**src/rtl/free_list_banked_pkg.sv**
```systemverilog
// free_list_banked_pkg
// Shared sizing constants and types for the banked physical-register free list.
// Contents:
//   - register-file and bank geometry (PR count, bank count, per-bank depth)
//   - stall hysteresis thresholds
//   - pr_t        : full physical register number
//   - pr_entry_t  : per-bank storage entry (PR number without the bank bits)
//   - ptr_t / count_t : per-bank FIFO pointer and occupancy
//   - init_entry(): stored entry at FIFO slot i after reset
package free_list_banked_pkg;

  localparam int PR_COUNT                      = 128;
  localparam int LOG_PR_COUNT                  = $clog2(PR_COUNT);
  localparam int AR_COUNT                      = 32;
  localparam int FREE_LIST_BANK_COUNT          = 4;
  localparam int LOG_FREE_LIST_BANK_COUNT      = $clog2(FREE_LIST_BANK_COUNT);
  localparam int FREE_LIST_LENGTH_PER_BANK     = PR_COUNT / FREE_LIST_BANK_COUNT;
  localparam int LOG_FREE_LIST_LENGTH_PER_BANK = $clog2(FREE_LIST_LENGTH_PER_BANK);
  localparam int FREE_LIST_LOWER_THRESHOLD     = 8;
  localparam int FREE_LIST_UPPER_THRESHOLD     = 24;

  // PRs 0..AR_COUNT-1 hold the architectural mapping at reset; the rest are
  // spread evenly over the banks by their low bits.
  localparam int INIT_COUNT_PER_BANK = (PR_COUNT - AR_COUNT) / FREE_LIST_BANK_COUNT;
  localparam int INIT_ENTRY_BASE     = AR_COUNT / FREE_LIST_BANK_COUNT;

  typedef logic [LOG_PR_COUNT-1:0]                          pr_t;
  typedef logic [LOG_PR_COUNT-LOG_FREE_LIST_BANK_COUNT-1:0] pr_entry_t;
  typedef logic [LOG_FREE_LIST_BANK_COUNT-1:0]              bank_idx_t;
  typedef logic [LOG_FREE_LIST_LENGTH_PER_BANK-1:0]         ptr_t;
  typedef logic [LOG_FREE_LIST_LENGTH_PER_BANK:0]           count_t;

  // Slot i of every bank holds PR AR_COUNT + BANKS*i + bank, i.e. upper bits
  // INIT_ENTRY_BASE + i regardless of the bank index.
  function automatic pr_entry_t init_entry(input int i);
    return pr_entry_t'(INIT_ENTRY_BASE + i);
  endfunction

endpackage

```
**src/rtl/free_list_banked_if.sv**
```systemverilog
// free_list_banked_if
// Commit/rename side bundle of the banked free list.
//   dealloc_valid_by_bank [BANKS]        freed-PR strobe per bank (commit -> list)
//   dealloc_PR_by_bank    [BANKS][PR]    freed PR per bank
//   alloc_ready_by_bank   [BANKS]        rename consumes the presented PR
//   alloc_valid_by_bank   [BANKS]        bank presents a free PR
//   alloc_PR_by_bank      [BANKS][PR]    PR at the bank head
//   free_count_by_bank    [BANKS][CNT]   occupancy per bank
//   free_list_stall                      rename back-off request
// Modports: master = commit/rename side, slave = free list.
interface free_list_banked_if;
  import free_list_banked_pkg::*;

  logic [FREE_LIST_BANK_COUNT-1:0]                     dealloc_valid_by_bank;
  logic [FREE_LIST_BANK_COUNT-1:0][LOG_PR_COUNT-1:0]   dealloc_PR_by_bank;
  logic [FREE_LIST_BANK_COUNT-1:0]                     alloc_ready_by_bank;
  logic [FREE_LIST_BANK_COUNT-1:0]                     alloc_valid_by_bank;
  logic [FREE_LIST_BANK_COUNT-1:0][LOG_PR_COUNT-1:0]   alloc_PR_by_bank;
  logic [FREE_LIST_BANK_COUNT-1:0][LOG_FREE_LIST_LENGTH_PER_BANK:0] free_count_by_bank;
  logic                                                free_list_stall;

  modport master (
    output dealloc_valid_by_bank, dealloc_PR_by_bank, alloc_ready_by_bank,
    input  alloc_valid_by_bank, alloc_PR_by_bank, free_count_by_bank, free_list_stall
  );

  modport slave (
    input  dealloc_valid_by_bank, dealloc_PR_by_bank, alloc_ready_by_bank,
    output alloc_valid_by_bank, alloc_PR_by_bank, free_count_by_bank, free_list_stall
  );
endinterface

```
**src/rtl/free_list_bank.sv**
```systemverilog
// free_list_bank
// One bank of the free list: a circular FIFO of PR upper bits, loaded with its
// share of the unmapped PRs on reset.
//   CLK, RST     clock; asynchronous active-high reset
//   push_valid   freed PR strobe;   push_pr   freed PR (low bits must equal BANK_IDX)
//   pop_ready    consumer takes the presented PR
//   alloc_valid  a PR is presented; alloc_pr  presented PR
//   count        registered occupancy; count_next  occupancy after this edge
// Optional: FREE_LIST_BYPASS_EN lets an empty bank present an incoming freed PR
// in the same cycle (and a same-cycle take cancels the write).
module free_list_bank
  import free_list_banked_pkg::*;
#(
  parameter bank_idx_t BANK_IDX = '0
) (
  input  logic   CLK,
  input  logic   RST,
  input  logic   push_valid,
  input  pr_t    push_pr,
  input  logic   pop_ready,
  output logic   alloc_valid,
  output pr_t    alloc_pr,
  output count_t count,
  output count_t count_next
);

  pr_entry_t mem_reg [FREE_LIST_LENGTH_PER_BANK];
  ptr_t      head_reg;
  ptr_t      tail_reg;
  count_t    count_reg;

  logic stored_valid;
  logic full;
  logic do_push;
  logic do_pop;

  assign stored_valid = (count_reg != '0);
  assign full         = (count_reg == count_t'(FREE_LIST_LENGTH_PER_BANK));
  assign count        = count_reg;

  always_comb begin
    alloc_valid = stored_valid;
    alloc_pr    = {mem_reg[head_reg], BANK_IDX};
    do_pop      = stored_valid && pop_ready;
`ifdef FREE_LIST_BYPASS_EN
    // Empty bank: forward the incoming PR; if it is taken at once, nothing is stored.
    if (!stored_valid && push_valid) begin
      alloc_valid = 1'b1;
      alloc_pr    = push_pr;
    end
    do_push = push_valid && !full && !(!stored_valid && pop_ready);
`else
    do_push = push_valid && !full;
`endif
    count_next = count_reg;
    if (do_push && !do_pop) begin
      count_next = count_reg + count_t'(1);
    end else if (do_pop && !do_push) begin
      count_next = count_reg - count_t'(1);
    end
  end

  always_ff @(posedge CLK or posedge RST) begin
    if (RST) begin
      for (int i = 0; i < FREE_LIST_LENGTH_PER_BANK; i++) begin
        mem_reg[i] <= (i < INIT_COUNT_PER_BANK) ? init_entry(i) : '0;
      end
      head_reg  <= '0;
      tail_reg  <= ptr_t'(INIT_COUNT_PER_BANK);
      count_reg <= count_t'(INIT_COUNT_PER_BANK);
    end else begin
      if (push_valid) begin
        assert (!full) else $error("free_list_bank %0d: push into full bank dropped", BANK_IDX);
        assert (push_pr[LOG_FREE_LIST_BANK_COUNT-1:0] == BANK_IDX)
          else $error("free_list_bank %0d: PR %0d pushed to wrong bank", BANK_IDX, push_pr);
      end
      // The stored entry drops the bank bits; a mis-banked PR keeps only its upper bits.
      if (do_push) begin
        mem_reg[tail_reg] <= push_pr[LOG_PR_COUNT-1:LOG_FREE_LIST_BANK_COUNT];
        tail_reg          <= tail_reg + ptr_t'(1);
      end
      if (do_pop) begin
        head_reg <= head_reg + ptr_t'(1);
      end
      count_reg <= count_next;
    end
  end

endmodule

```
**src/rtl/free_list_banked.sv**
```systemverilog
// free_list_banked
// Banked physical-register free list between ROB commit and rename. Each bank
// holds the free PRs whose low bits equal its index; the top adds the
// aggregate stall flag with hysteresis.
//   CLK  clock
//   RST  asynchronous active-high reset
//   fl   free_list_banked_if.slave: dealloc/alloc handshakes, counts, stall
// Optional: FREE_LIST_BYPASS_EN (see free_list_bank) enables same-cycle
// presentation of a PR freed into an empty bank.
module free_list_banked
  import free_list_banked_pkg::*;
(
  input  logic                CLK,
  input  logic                RST,
  free_list_banked_if.slave   fl
);

  count_t count_by_bank      [FREE_LIST_BANK_COUNT];
  count_t count_next_by_bank [FREE_LIST_BANK_COUNT];
  logic   any_low;
  logic   all_high;
  logic   stall_reg;
  logic   stall_next;

  generate
    for (genvar gi = 0; gi < FREE_LIST_BANK_COUNT; gi++) begin : g_bank
      pr_t  alloc_pr;
      logic alloc_valid;

      free_list_bank #(
        .BANK_IDX (bank_idx_t'(gi))
      ) u_bank (
        .CLK         (CLK),
        .RST         (RST),
        .push_valid  (fl.dealloc_valid_by_bank[gi]),
        .push_pr     (fl.dealloc_PR_by_bank[gi]),
        .pop_ready   (fl.alloc_ready_by_bank[gi]),
        .alloc_valid (alloc_valid),
        .alloc_pr    (alloc_pr),
        .count       (count_by_bank[gi]),
        .count_next  (count_next_by_bank[gi])
      );

      assign fl.alloc_valid_by_bank[gi] = alloc_valid;
      assign fl.alloc_PR_by_bank[gi]    = alloc_pr;
      assign fl.free_count_by_bank[gi]  = count_by_bank[gi];
    end
  endgenerate

  // Hysteresis on next counts: set below LOWER, clear only when all reach UPPER.
  always_comb begin
    any_low  = 1'b0;
    all_high = 1'b1;
    for (int b = 0; b < FREE_LIST_BANK_COUNT; b++) begin
      if (count_next_by_bank[b] < count_t'(FREE_LIST_LOWER_THRESHOLD)) begin
        any_low = 1'b1;
      end
      if (count_next_by_bank[b] < count_t'(FREE_LIST_UPPER_THRESHOLD)) begin
        all_high = 1'b0;
      end
    end
    stall_next = stall_reg;
    if (any_low) begin
      stall_next = 1'b1;
    end else if (all_high) begin
      stall_next = 1'b0;
    end
  end

  always_ff @(posedge CLK or posedge RST) begin
    if (RST) begin
      stall_reg <= 1'b0;
    end else begin
      stall_reg <= stall_next;
    end
  end

  assign fl.free_list_stall = stall_reg;

endmodule

```
**src/flat_wrapper.sv**
```systemverilog
// flat-port wrapper written by rule: the top's interface ports become plain ports
module free_list_banked_flat import free_list_banked_pkg::*;
  (CLK, RST, fl_dealloc_valid_by_bank, fl_dealloc_PR_by_bank, fl_alloc_ready_by_bank, fl_alloc_valid_by_bank, fl_alloc_PR_by_bank, fl_free_count_by_bank, fl_free_list_stall);
  free_list_banked_if fl_i ();
  input  logic CLK;
  input  logic RST;
  input wire logic [$bits(fl_i.dealloc_valid_by_bank)-1:0] fl_dealloc_valid_by_bank;
  input wire logic [$bits(fl_i.dealloc_PR_by_bank)-1:0] fl_dealloc_PR_by_bank;
  input wire logic [$bits(fl_i.alloc_ready_by_bank)-1:0] fl_alloc_ready_by_bank;
  output wire logic [$bits(fl_i.alloc_valid_by_bank)-1:0] fl_alloc_valid_by_bank;
  output wire logic [$bits(fl_i.alloc_PR_by_bank)-1:0] fl_alloc_PR_by_bank;
  output wire logic [$bits(fl_i.free_count_by_bank)-1:0] fl_free_count_by_bank;
  output wire logic [$bits(fl_i.free_list_stall)-1:0] fl_free_list_stall;
  assign fl_i.dealloc_valid_by_bank = fl_dealloc_valid_by_bank;
  assign fl_i.dealloc_PR_by_bank = fl_dealloc_PR_by_bank;
  assign fl_i.alloc_ready_by_bank = fl_alloc_ready_by_bank;
  assign fl_alloc_valid_by_bank = fl_i.alloc_valid_by_bank;
  assign fl_alloc_PR_by_bank = fl_i.alloc_PR_by_bank;
  assign fl_free_count_by_bank = fl_i.free_count_by_bank;
  assign fl_free_list_stall = fl_i.free_list_stall;
  free_list_banked u_core (.CLK(CLK), .RST(RST), .fl(fl_i));
endmodule
```
**config.mk**
```make
export PLATFORM = sky130hd
export DESIGN_NAME = free_list_banked_flat
export DESIGN_NICKNAME = d
export VERILOG_FILES = /design/src/rtl/free_list_banked_pkg.sv /design/src/rtl/free_list_banked_if.sv /design/src/rtl/free_list_bank.sv /design/src/rtl/free_list_banked.sv /design/src/flat_wrapper.sv
export SDC_FILE = /design/constraint.sdc
export NUM_CORES = 1
export LEC_CHECK = 0
export CORE_ASPECT_RATIO = 1.75
export CORE_UTILIZATION = 45
export DETAILED_ROUTE_END_ITERATION = 10
export PLACE_DENSITY = 0.71
export RECOVER_POWER = 50
export SYNTH_ARGS = -nofsm -noshare
export SYNTH_HDL_FRONTEND = slang
export SYNTH_SLANG_ARGS = --single-unit
```
**constraint.sdc**
```tcl
create_clock -name CLK -period 29.2 [get_ports CLK]
set_input_delay 8.76 -clock CLK [delete_from_list [all_inputs] [get_ports CLK]]
set_output_delay 8.76 -clock CLK [all_outputs]
set_load 0.03 [all_outputs]
```
; Word level (Yosys, flattened, before mapping)
; Cells that the tools add are included.
[op_classes]
muxes = 42
n_addsub = 16
n_lt_le_gt_ge = 20
n_eq_ne = 4
bitwise_logic = 8
reduce_logical = 37
[ops]
columns = op, n
row1 = 160-bit bitwise mux, 4
row2 = 5-bit binary-select mux with 5-bit select, 4
row3 = 5-bit demux with 5-bit select, 4
row4 = 5-bit 2-to-1 mux, 12
row5 = "6-bit greater-or-equal comparator, second input constant", 8
row6 = 6-bit 2-to-1 mux, 8
row7 = 5-bit NOT with 6-bit output, 8
row8 = "5-bit by 1-bit adder with 5-bit output, second input constant", 8
row9 = "6-bit by 1-bit adder with 6-bit output, second input constant", 4
row10 = "6-bit == test, second input constant", 4
row11 = "6-bit by 1-bit less-than comparator with 1-bit output, second input constant", 4
row12 = "6-bit by 4-bit less-than comparator with 1-bit output, second input constant", 4
row13 = "6-bit by 5-bit less-than comparator with 1-bit output, second input constant", 4
row14 = 6-bit nonzero test, 4
row15 = "6-bit by 1-bit subtractor with 6-bit output, second input constant", 4
row16 = 1-bit logical AND, 20
row17 = 1-bit zero test, 12
row18 = 1-bit 2-to-1 mux, 10
row19 = 2-bit nonzero test, 1
[totals]
regBits = 705
in_bits = 38
out_inout_bits = 57
elab_cells = 268

; Logic depth before layout (Yosys ltp)
; Gate-level depths: netlist of run 1.
[depth]
depth_word = 14
ltp_mapped = 13
depth_no_buf = 13

; Cells and area by module
; Synthesis of run 1 repeated with hierarchy kept, for this count alone.
[hier_totals]
cells_unflattened = 2377
hier_area_um2 = 34117.7
[modules_own_cells]
columns = mod, area_per_inst_um2, instances, cells_each, seq_area_each_um2
row1 = free_list_bank (u_core.g_bank[1].u_bank ...), 8570.7, 2, 591, 4494.3
row2 = free_list_bank (u_core.g_bank[0].u_bank), 8425.6, 1, 586, 4494.3
row3 = free_list_bank (u_core.g_bank[3].u_bank), 8425.6, 1, 592, 4494.3
row4 = free_list_banked, 125.1, 1, 17, 25.0

; Least setup slack after synthesis of run 1
; Ideal clock, no wire load.
[synth_path]
path_type = reg-to-output
start = register u_core.g_bank[1].u_bank.head_reg[0]
end = output port fl_alloc_PR_by_bank[13]
n_path_buf = 2
arrival_ps = 2200
stages_incl_launch_ff = 6
t_required_ps = 20440
setup_slack_ps = 18240
path_cell_list = dfrtp_1 -> clkbuf_1 -> buf_2 -> mux4_2 -> mux4_2 -> mux2_2
[synth_via]
elab_chain_len = 4
[synth_rtl]
columns = item, line
row1 = "start, declared", free_list_bank.sv:28  ; ptr_t head_reg;
row2 = "start signal, assigned", free_list_bank.sv:83  ; head_reg <= head_reg + ptr_t'(1);
row3 = 5-bit NOT with 6-bit output (implied by the code), free_list_bank.sv:43  ; alloc_pr = {mem_reg[head_reg], BANK_IDX};
row4 = 5-bit binary-select mux with 5-bit select, free_list_bank.sv:43
row5 = 5-bit 2-to-1 mux (implied by the code) (2 in a row), free_list_bank.sv:43
row6 = "end, declared", flat_wrapper.sv:11  ; output wire logic [$bits(fl_i.alloc_PR_by_bank)-1:0] fl_alloc_PR_by_bank;
; Every way passes these cells. The select of a mux whose other input is x is not followed.

==> results of run 1 <==
[cells by family after synthesis]
family	count (synthesis)	share of synthesized area, %
AOI/OAI and AO/OA	64	1.32
xor gates and xnor gates	39	1.02
adders and majority gates	40	1.49
buffers and inverters	186	2.33
DFF	705	53.7
muxes	863	35.7
other	2	0.0224
and+or+nand+nor	304	4.42
[per-stage QoR]
stage	std cells	area, um^2	power (mW)	setup slack [ps]
after global placement	3091	35000	3.28	17120
after global routing	3215	37300	4.47	11550
after detailed placement	3091	35000	3.37	17050
after CTS	3215	37400	4.30	16430
final	3215	37300	4.25	13100
after floorplan	2209	33500	2.89	1140
[worst max path at each step]
stage	slack, ps	start	to
6_report	13100	RST	u_core.g_bank[3].u_bank.head_reg[0]
5_1_grt	11550	RST	u_core.g_bank[3].u_bank.head_reg[1]
4_1_cts	16430	u_core.g_bank[0].u_bank.head_reg[1]	fl_alloc_PR_by_bank[6]
3_5_place_dp	17050	RST	u_core.g_bank[3].u_bank.head_reg[1]
3_3_place_gp	17120	fl_dealloc_valid_by_bank[1]	u_core.fl.free_list_stall
2_1_floorplan	1140	RST	u_core.fl.free_list_stall
[final cells by class]
cell class | count | area, um^2 | area share (%)
clock buffers | 100 | 2100 | 5.63
flip-flops and latches | 705 | 18000 | 48.2
repair buffers | 101 | 935 | 2.50
well taps | 938 | 1170 | 3.14
inverters | 29 | 110 | 0.295
clock inverters | 24 | 246 | 0.660
multi-input cells | 1318 | 14800 | 39.5
[per-layer routing]
layer | up-vias | routed length [um] | track usage (%) | share of wire [%]
met5 | - | 0 | 0 | 0
met4 | 0 | 2290 | 8.24 | 3.2
met3 | 116 | 1930 | 2.31 | 2.7
met2 | 319 | 40900 | 37.8 | 57
met1 | 9790 | 26900 | 21.7 | 37
li1 | 8134 | - | - | -
[critical path: cells and delay by family]
kind	cells	cell delay, ps
buffers and inverters	4	7630
[placed cells by master (no fill, tap or decap), types with 10 or more instances in the layout]
master,netlist,final
mux2_2,651,651
nand2_1,181,181
clkbuf_1,107,17
ha_1,40,40
clkinv_2,0,12
clkdlybuf4s50_1,0,69
clkbuf_8,0,13
nor3b_1,14,14
xnor2_1,32,32
clkbuf_16,0,75
and2_0,0,13
mux4_2,200,200
dfrtp_1,417,412
nor2_1,15,15
o21ai_0,20,20
dfstp_2,288,288
nand4_1,17,17
buf_4,12,18
mux2_1,10,10
inv_1,29,28
nor3_1,10,10
[power by group]
part	switching (mW)	internal (mW)	total (mW)
clock	0.382	0.537	0.919
sequential	0.289	1.49	1.78
combinational	0.691	0.863	1.55
==> results.tsv, run 1 <==
metric	value	unit
outcome	finished with violations	
violations	capacitance limit, slew limit	
worstHoldPathType	flop to flop	
cp_cell_sequence	dlygate4sd3_1 -> clkinvlp_2 -> clkbuf_1 -> buf_4	
setup_tns	0	ps
vdd.ir_drop.worst	0.0982	mV
whs_endpoint	u_core.g_bank[0].u_bank.mem_reg[7]	
yosysSeqAreaShare	53.7	%
cts_hold_buf	0	
skew	27.9	ps
start_kind	input port	
cts-root-buf	clkbuf_16	
clkLatencyLatePin	640	ps
max_freq	62.1	MHz
cts_buffers	68	
yosysMostFrequentCell	mux2_2	
path_clk_slew	60	ps
synth-main-ff-cell	dfrtp_1	
ctsResizeCount	0	
period_share	55.1	%
largest_reg_flops	640	
drc	0	
rrSetupSlack	25160	ps
relSlewSlack	-263	%
port_buffers	78	
end_kind	async pin	
async_reset_ff_share	100	%
rsz0062_at_grt	no	
finish.net_count	2301	
syn_area_per_cell	15.2	um^2
syn_area	0.0335	mm^2
routabilityCongestion	0.812	
synth.distinct_cells	63	
path_class	input port to async pin	
die_w	208	um
via_per_inst	5.71	
r2r-start	u_core.g_bank[0].u_bank.count[0]	
min_period	16100	ps
reg2reg_depth	11	
slew_viol_final	330	
final-setup-viol-count	0	
drtIter0Drc	936	
hp-start	u_core.g_bank[0].u_bank.mem_reg[7]	
antenna_left	0	
area_growth	11.4	%
required	29720	ps
core	0.0738	mm^2
r2r_end	u_core.fl.free_list_stall	
critPathMaxFanout	127	
grt_pass1_wl	116	mm
die_height	363	um
grt_max_degree	128	
ys_warn_count	0	
synth-edff-count	0	
p_per_area	114	mW/mm^2
maxCapViolations	4	
grt-ovfl-total	0	
track_usage	19.7	%
initial_core_util	45.4	%
antenna_cells	0	
finalHoldViolCount	0	
p_leak	15.9	nW
synthCells	2203	
cp_slowest_cell	clkinvlp_2	
placement_rows	132	
die-area	0.0756	mm^2
tightest_slew	5420	ps
vias	18400	
tritoncts	yes	
postCtsSetupBuffers	0	
worst_ep_arrival_time	16620	ps
io-pin-count	95	
cpPeakStageDelay	3000	ps
antenna_found_initial	0	
drive_above_1_share	56.4	%
utilization	50.6	%
synthDominantCellAreaShare	31.1	%
ctsLongestPathBuffers	3	
whs	490	ps
clock_sinks	705	
htreeDepth	3	
synth_common_cells	mux2_2, dfrtp_1, dfstp_2	
hold_depth	1	
ys_top_cells_by_area	dfrtp_1, dfstp_2, mux2_2	
synth_area_leader_cell	dfrtp_1	
n_fill_cell	6091	
dp_hpwl	48.5	mm
ys_ff_latch	705	
dr.pass1.iters	5	
grt_pass1_vias	20400	
detail_route.wl_per_cell	22.4	um
wl	72.1	mm
No activity file was read; power rests on OpenSTA's default activity.
==> run 2: changes to the inputs <==
PLACE_DENSITY = 0.68   (was 0.71)
clock period = 15.45 ns   (was 29.2 ns; I/O delays follow)
==> run 2 against run 1 <==
The run ends with DRC, capacitance limit, slew limit left. First-iteration DRC count rose by 6.0%. Sequential cell count did not move. Critical endpoint is now u_core.g_bank[2].u_bank.mem_reg[12]. Cell area barely moved. Critical path depth fell by 1. Global-route usage rose by 0.26 points.
==> results.tsv, run 2 (synthesized netlist as in run 1, its figures left out) <==
metric	value	unit	change
pre_cts_ws	7090	ps	-9960 ps
vdd.ir_drop.worst	0.199	mV	+100%
finalHoldViolCount	0		unchanged
via_per_inst	5.74		+0.57%
core	0.0738	mm^2	unchanged
p_leak	15.9	nW	about the same
dr_wl_met3	2.29	mm	+19%
finish.net_count	2293		-0.35%
slew_viol_final	89		-73%
period_share	62.9	%	
outcome	finished with violations		
postCtsSetupBuffers	0		unchanged
maxCapViolations	1		-3
drc	1		+1
relSlewSlack	-211	%	+52 points
finalPower	8.07	mW	+90%
ctsLongestPathBuffers	3		unchanged
required	15060	ps	-14660 ps
wl_met2	41.5	mm	+1.5%
port_buffers	78		unchanged
setup_tns	0	ps	unchanged
cts_buffers	68		unchanged
rsz0062_at_grt	no		
path_class	input port to async pin		
placement_rows	132		unchanged
cts-root-buf	clkbuf_16		
track_usage	19.9	%	+0.26 points
antenna_found_initial	0		unchanged
start_kind	input port		
antenna_left	0		unchanged
tightest_slew	4670	ps	-753 ps
cp_slowest_cell	clkbuf_1		
vias	18400		+0.39%
path_clk_slew	60	ps	about the same
cp_cell_sequence	dlygate4sd3_1 -> clkinvlp_2 -> clkbuf_1		
tritoncts	yes		
grt-ovfl-total	0		unchanged
area_growth	11.3	%	about the same
cpPeakStageDelay	3310	ps	+310 ps
routabilityCongestion	0.817		+0.62%
final_common_cell	mux2_2		
dr.pass1.iters	11		+6
p_per_area	216	mW/mm^2	+90%
die_w	208	um	unchanged
utilization	50.5	%	about the same
critPathMaxFanout	88		-31%
grt_pass1_wl	117	mm	+0.81%
final-setup-viol-count	0		unchanged
min_period	9710	ps	
cts_hold_buf	0		unchanged
skew	19.9	ps	-8.03 ps
drive_above_1_share	56.2	%	-0.20 points
antenna_cells	0		unchanged
drtIter0Drc	992		+6.0%
die_height	363	um	unchanged
mostFrequentLayoutCells	mux2_2, dfrtp_1, dfstp_2, mux4_2, nand2_1		
clkLatencyLatePin	620	ps	-20 ps
violations	DRC, capacitance limit, slew limit		
wl_met1	27.7	mm	+2.8%
wl	73.2	mm	+1.5%
ctsResizeCount	0		unchanged
htreeDepth	3		unchanged
largest_reg_flops	640		unchanged
fin_ws	5740	ps	-7360 ps
dp_hpwl	48.9	mm	+0.80%
grt_max_degree	180		+41%
max_freq	103	MHz	
end_kind	async pin		
whs	474	ps	-15.6 ps
detail_route.wl_per_cell	22.8	um	+1.7%
die-area	0.0756	mm^2	unchanged
worst_ep_arrival_time	9320	ps	-7300 ps
worstHoldPathType	flop to flop		
clock_sinks	705		unchanged
initial_core_util	45.4	%	unchanged
io-pin-count	95		unchanged
grt_pass1_vias	19900		-2.7%
highest_layer	met4		
[run 2: cell count changes in the layout (fill, tap and decap cells not counted), sizes merged]
cell	delta
buf	-6
bufinv	+2
clkbuf	-3
clkinv	-2
clkinvlp	-2
inv	+5
[run 2: power by group]
group | internal [mW] | total (mW) | switching (mW) | leakage (nW)
Combinational | 1.63 | 2.93 | 1.30 | 6.33
Sequential | 2.82 | 3.39 | 0.571 | 8.42
Clock | 1.01 | 1.75 | 0.733 | 1.15
[run 2: final cells by class]
| class | count | area, um^2 |
|---|---|---|
| Clock buffer | 99 | 2010 |
| Clock inverter | 27 | 334 |
| Fill cell | 6079 | 36500 |
| Inverter | 29 | 110 |
| Multi-Input combinational cell | 1318 | 14800 |
| Sequential cell | 705 | 18000 |
| Tap cell | 938 | 1170 |
| Timing Repair Buffer | 93 | 920 |
[run 2: routing by layer]
layer	track usage, %	vias to the layer above
li1	-	8101
met1	22.9	9902
met2	38.1	330
met3	2.48	97
met4	6.23	0
met5	0	-
[run 2: stage by stage]
stage               instances  cell area (um^2)
detailed placement       3083             35000
global route             3209             37300
finish                   3209             37300
global placement         3083             35000
CTS                      3209             37300
floorplan                2209             33500
[run 2: worst max-delay path: cells and delay by family]
kind,cells,cell delay [ps]
buffers and inverters,3,4600
[run 2: path summary, 6_finish.rpt]
check                                                     from                             endpoint  slack (ps)  cells past startpoint
setup / recovery                                           RST  u_core.g_bank[2].u_bank.mem_reg[12]        5740                      3
hold / removal             u_core.g_bank[3].u_bank.head_reg[1]  u_core.g_bank[3].u_bank.head_reg[1]         470                      2
setup reg to reg              u_core.g_bank[0].u_bank.count[0]            u_core.fl.free_list_stall       11230                     11
hold reg to reg            u_core.g_bank[3].u_bank.head_reg[1]  u_core.g_bank[3].u_bank.head_reg[1]         470                      2
max in group CLK           u_core.g_bank[1].u_bank.head_reg[0]              fl_alloc_PR_by_bank[11]        6750                      5
min in group asynchronous                                  RST   u_core.g_bank[1].u_bank.mem_reg[5]        4730                      2
==> run 3: changes to the inputs <==
clock period = 9.39 ns   (was 15.45 ns; I/O delays follow)
==> run 3 against run 2 <==
The run still ends with DRC, capacitance limit, slew limit left. Non-clock buffer count rose by 8. Wire length fell by 0.38%. Register-to-register slack got worse by 6000 ps. Die area did not move. Hold slack improved by 14 ps. Via count rose by 0.14%. Sequential share of layout area rose by 0.068 points. Largest cell class unchanged. Highest routed layer unchanged.
==> results.tsv, run 3 (synthesized netlist as in run 1, its figures left out) <==
metric	value	unit	change
antenna_left	0		unchanged
drtIter0Drc	794		-20%
wl	72.9	mm	-0.38%
tritoncts	yes		
path_class	input port to async pin		
placement_rows	132		unchanged
path_clk_slew	60	ps	about the same
crit_path_end	u_core.g_bank[2].u_bank.head_reg[0]		
grt-ovfl-total	0		unchanged
cts_hold_buf	0		unchanged
finish.net_count	2300		+0.31%
detail_route.wl_per_cell	22.7	um	-0.60%
slew_viol_final	376		+320%
reg2reg_depth	11		unchanged
ctsLongestPathBuffers	3		unchanged
cts_buffers	67		-1.5%
multi_input_area	0.0148	mm^2	about the same
core	0.0738	mm^2	unchanged
p_int	8.96	mW	+64%
required	9070	ps	-5990 ps
grt_pass1_vias	20200		+1.8%
end_kind	async pin		
violations	DRC, capacitance limit, slew limit		
worst_ep_arrival_time	6690	ps	-2630 ps
rrSetupSlack	5190	ps	-6040 ps
final_area	0.0373	mm^2	-0.14%
grt_pass1_wl	117	mm	-0.21%
crit_start	RST		
p_seq_share	42.4	%	+0.4 points
io-pin-count	95		unchanged
track_usage	19.9	%	-0.058 points
clock_sinks	705		unchanged
area_growth	11.2	%	
grt_max_degree	196		+8.9%
final-setup-viol-count	0		unchanged
r2r_end	u_core.fl.free_list_stall		
tightest_slew	3400	ps	-1270 ps
combinationalPowerShare	36.3	%	about the same
outcome	finished with violations		
min_period	7010	ps	
dr.pass1.iters	8		-3
port_buffers	78		unchanged
rsz0062_at_grt	no		
skew	22.2	ps	+2.30 ps
worstHoldPathType	flop to flop		
pwr-share-clk	21.3	%	-0.4 points
relSlewSlack	-127	%	+85 points
n_fill_cell	6064		-0.25%
via_per_inst	5.74		about the same
r2r-start	u_core.g_bank[0].u_bank.count[0]		
maxCapViolations	6		+5
cts-root-buf	clkbuf_16		
clkLatencyLatePin	630	ps	about the same
vdd.ir_drop.worst	0.364	mV	+83%
p_leak	15.9	nW	-0.21%
power_switching	4.26	mW	+64%
final_common_cell	mux2_2		
finalHoldViolCount	0		unchanged
die_w	208	um	unchanged
seq_area	0.0180	mm^2	unchanged
vias	18500		+0.14%
max_freq	143	MHz	
whs	489	ps	+14.4 ps
swShare	32.2	%	-0.045 points
antenna_found_initial	0		unchanged
dp_hpwl	49.5	mm	+1.2%
ctsResizeCount	0		unchanged
drc	2		+1
period_share	74.6	%	
die-area	0.0756	mm^2	unchanged
die_height	363	um	unchanged
critPathMaxFanout	140		+59%
p_per_area	355	mW/mm^2	+64%
mostFrequentLayoutCells	mux2_2, dfrtp_1, dfstp_2, mux4_2, nand2_1		
placed_cell_area	0.0350	mm^2	+0.17%
initial_core_util	45.4	%	unchanged
drive_above_1_share	55.8	%	-0.46 points
htreeDepth	3		unchanged
routabilityCongestion	0.843		+3.1%
postCtsSetupBuffers	0		unchanged
start_kind	input port		
largest_reg_flops	640		unchanged
## run 3: changes by cell type in the layout (fill, tap and decap cells not counted), moves of 2 or more
cell	before	now
and2_1	5	9
clkbuf_2	0	2
clkbuf_1	17	29
clkbuf_8	15	10
and2_0	13	9
buf_12	3	1
inv_6	7	3
buf_4	9	12
## run 3: worst min path at each step
stage / startpoint / end / cells after the start
after global routing: u_core.g_bank[0].u_bank.mem_reg[17] / u_core.g_bank[0].u_bank.mem_reg[17] / 1
after global placement: u_core.g_bank[0].u_bank.mem_reg[19] / u_core.g_bank[0].u_bank.mem_reg[19] / 1
after detailed placement: u_core.g_bank[0].u_bank.mem_reg[16] / u_core.g_bank[0].u_bank.mem_reg[16] / 1
after floorplan: u_core.g_bank[0].u_bank.mem_reg[7] / u_core.g_bank[0].u_bank.mem_reg[7] / 1
final: u_core.g_bank[0].u_bank.mem_reg[9] / u_core.g_bank[0].u_bank.mem_reg[9] / 1
after CTS: u_core.g_bank[0].u_bank.mem_reg[19] / u_core.g_bank[0].u_bank.mem_reg[19] / 1
## run 3: power by group through the flow
stage | Combinational, mW | Clock (mW) | Sequential, mW
final | 4.80 | 2.82 | 5.60
after global routing | 5.12 | 3.01 | 5.78
after CTS | 4.89 | 2.90 | 5.59
after detailed placement | 4.88 | 0 | 5.64
after global placement | 4.75 | 0 | 5.51
after floorplan | 3.77 | 0 | 5.23
## run 3: layer usage
metal	global-route usage (%)	wire length (um)	vias up	share of wire (%)
met5	0	0	-	0
met4	8.28	2540	0	3.5
met3	2.46	2360	135	3.2
met2	37.1	40400	341	55
met1	22.8	27600	9838	38
li1	-	-	8142	-
## run 3: cell type report
class / instances / share of cell area [%]
clock inverters: 24 / 0.910
inverters: 29 / 0.295
well taps: 938 / 3.15
flip-flops and latches: 705 / 48.3
multi-input cells: 1318 / 39.6
diodes: 1 / 0.00672
clock buffers: 100 / 5.21
repair buffers: 101 / 2.50
## run 3: critical path: stages
cell and delay [ps]:
dlygate4sd3_1 540, clkinvlp_2 690, clkbuf_2 2400
## run 3: metrics by stage
stage	setup TNS (ps)	worst slack (ps)	instances	power [mW]	utilization [%]
6_report	0	2380	3216	13.2	50.5
2_1_floorplan	-1236570	-2840	2209	9.00	-
4_1_cts	0	2370	3215	13.4	50.6
3_5_place_dp	0	3040	3091	10.5	47.5
3_3_place_gp	0	3090	3091	10.3	47.5
5_1_grt	0	1510	3215	13.9	50.5
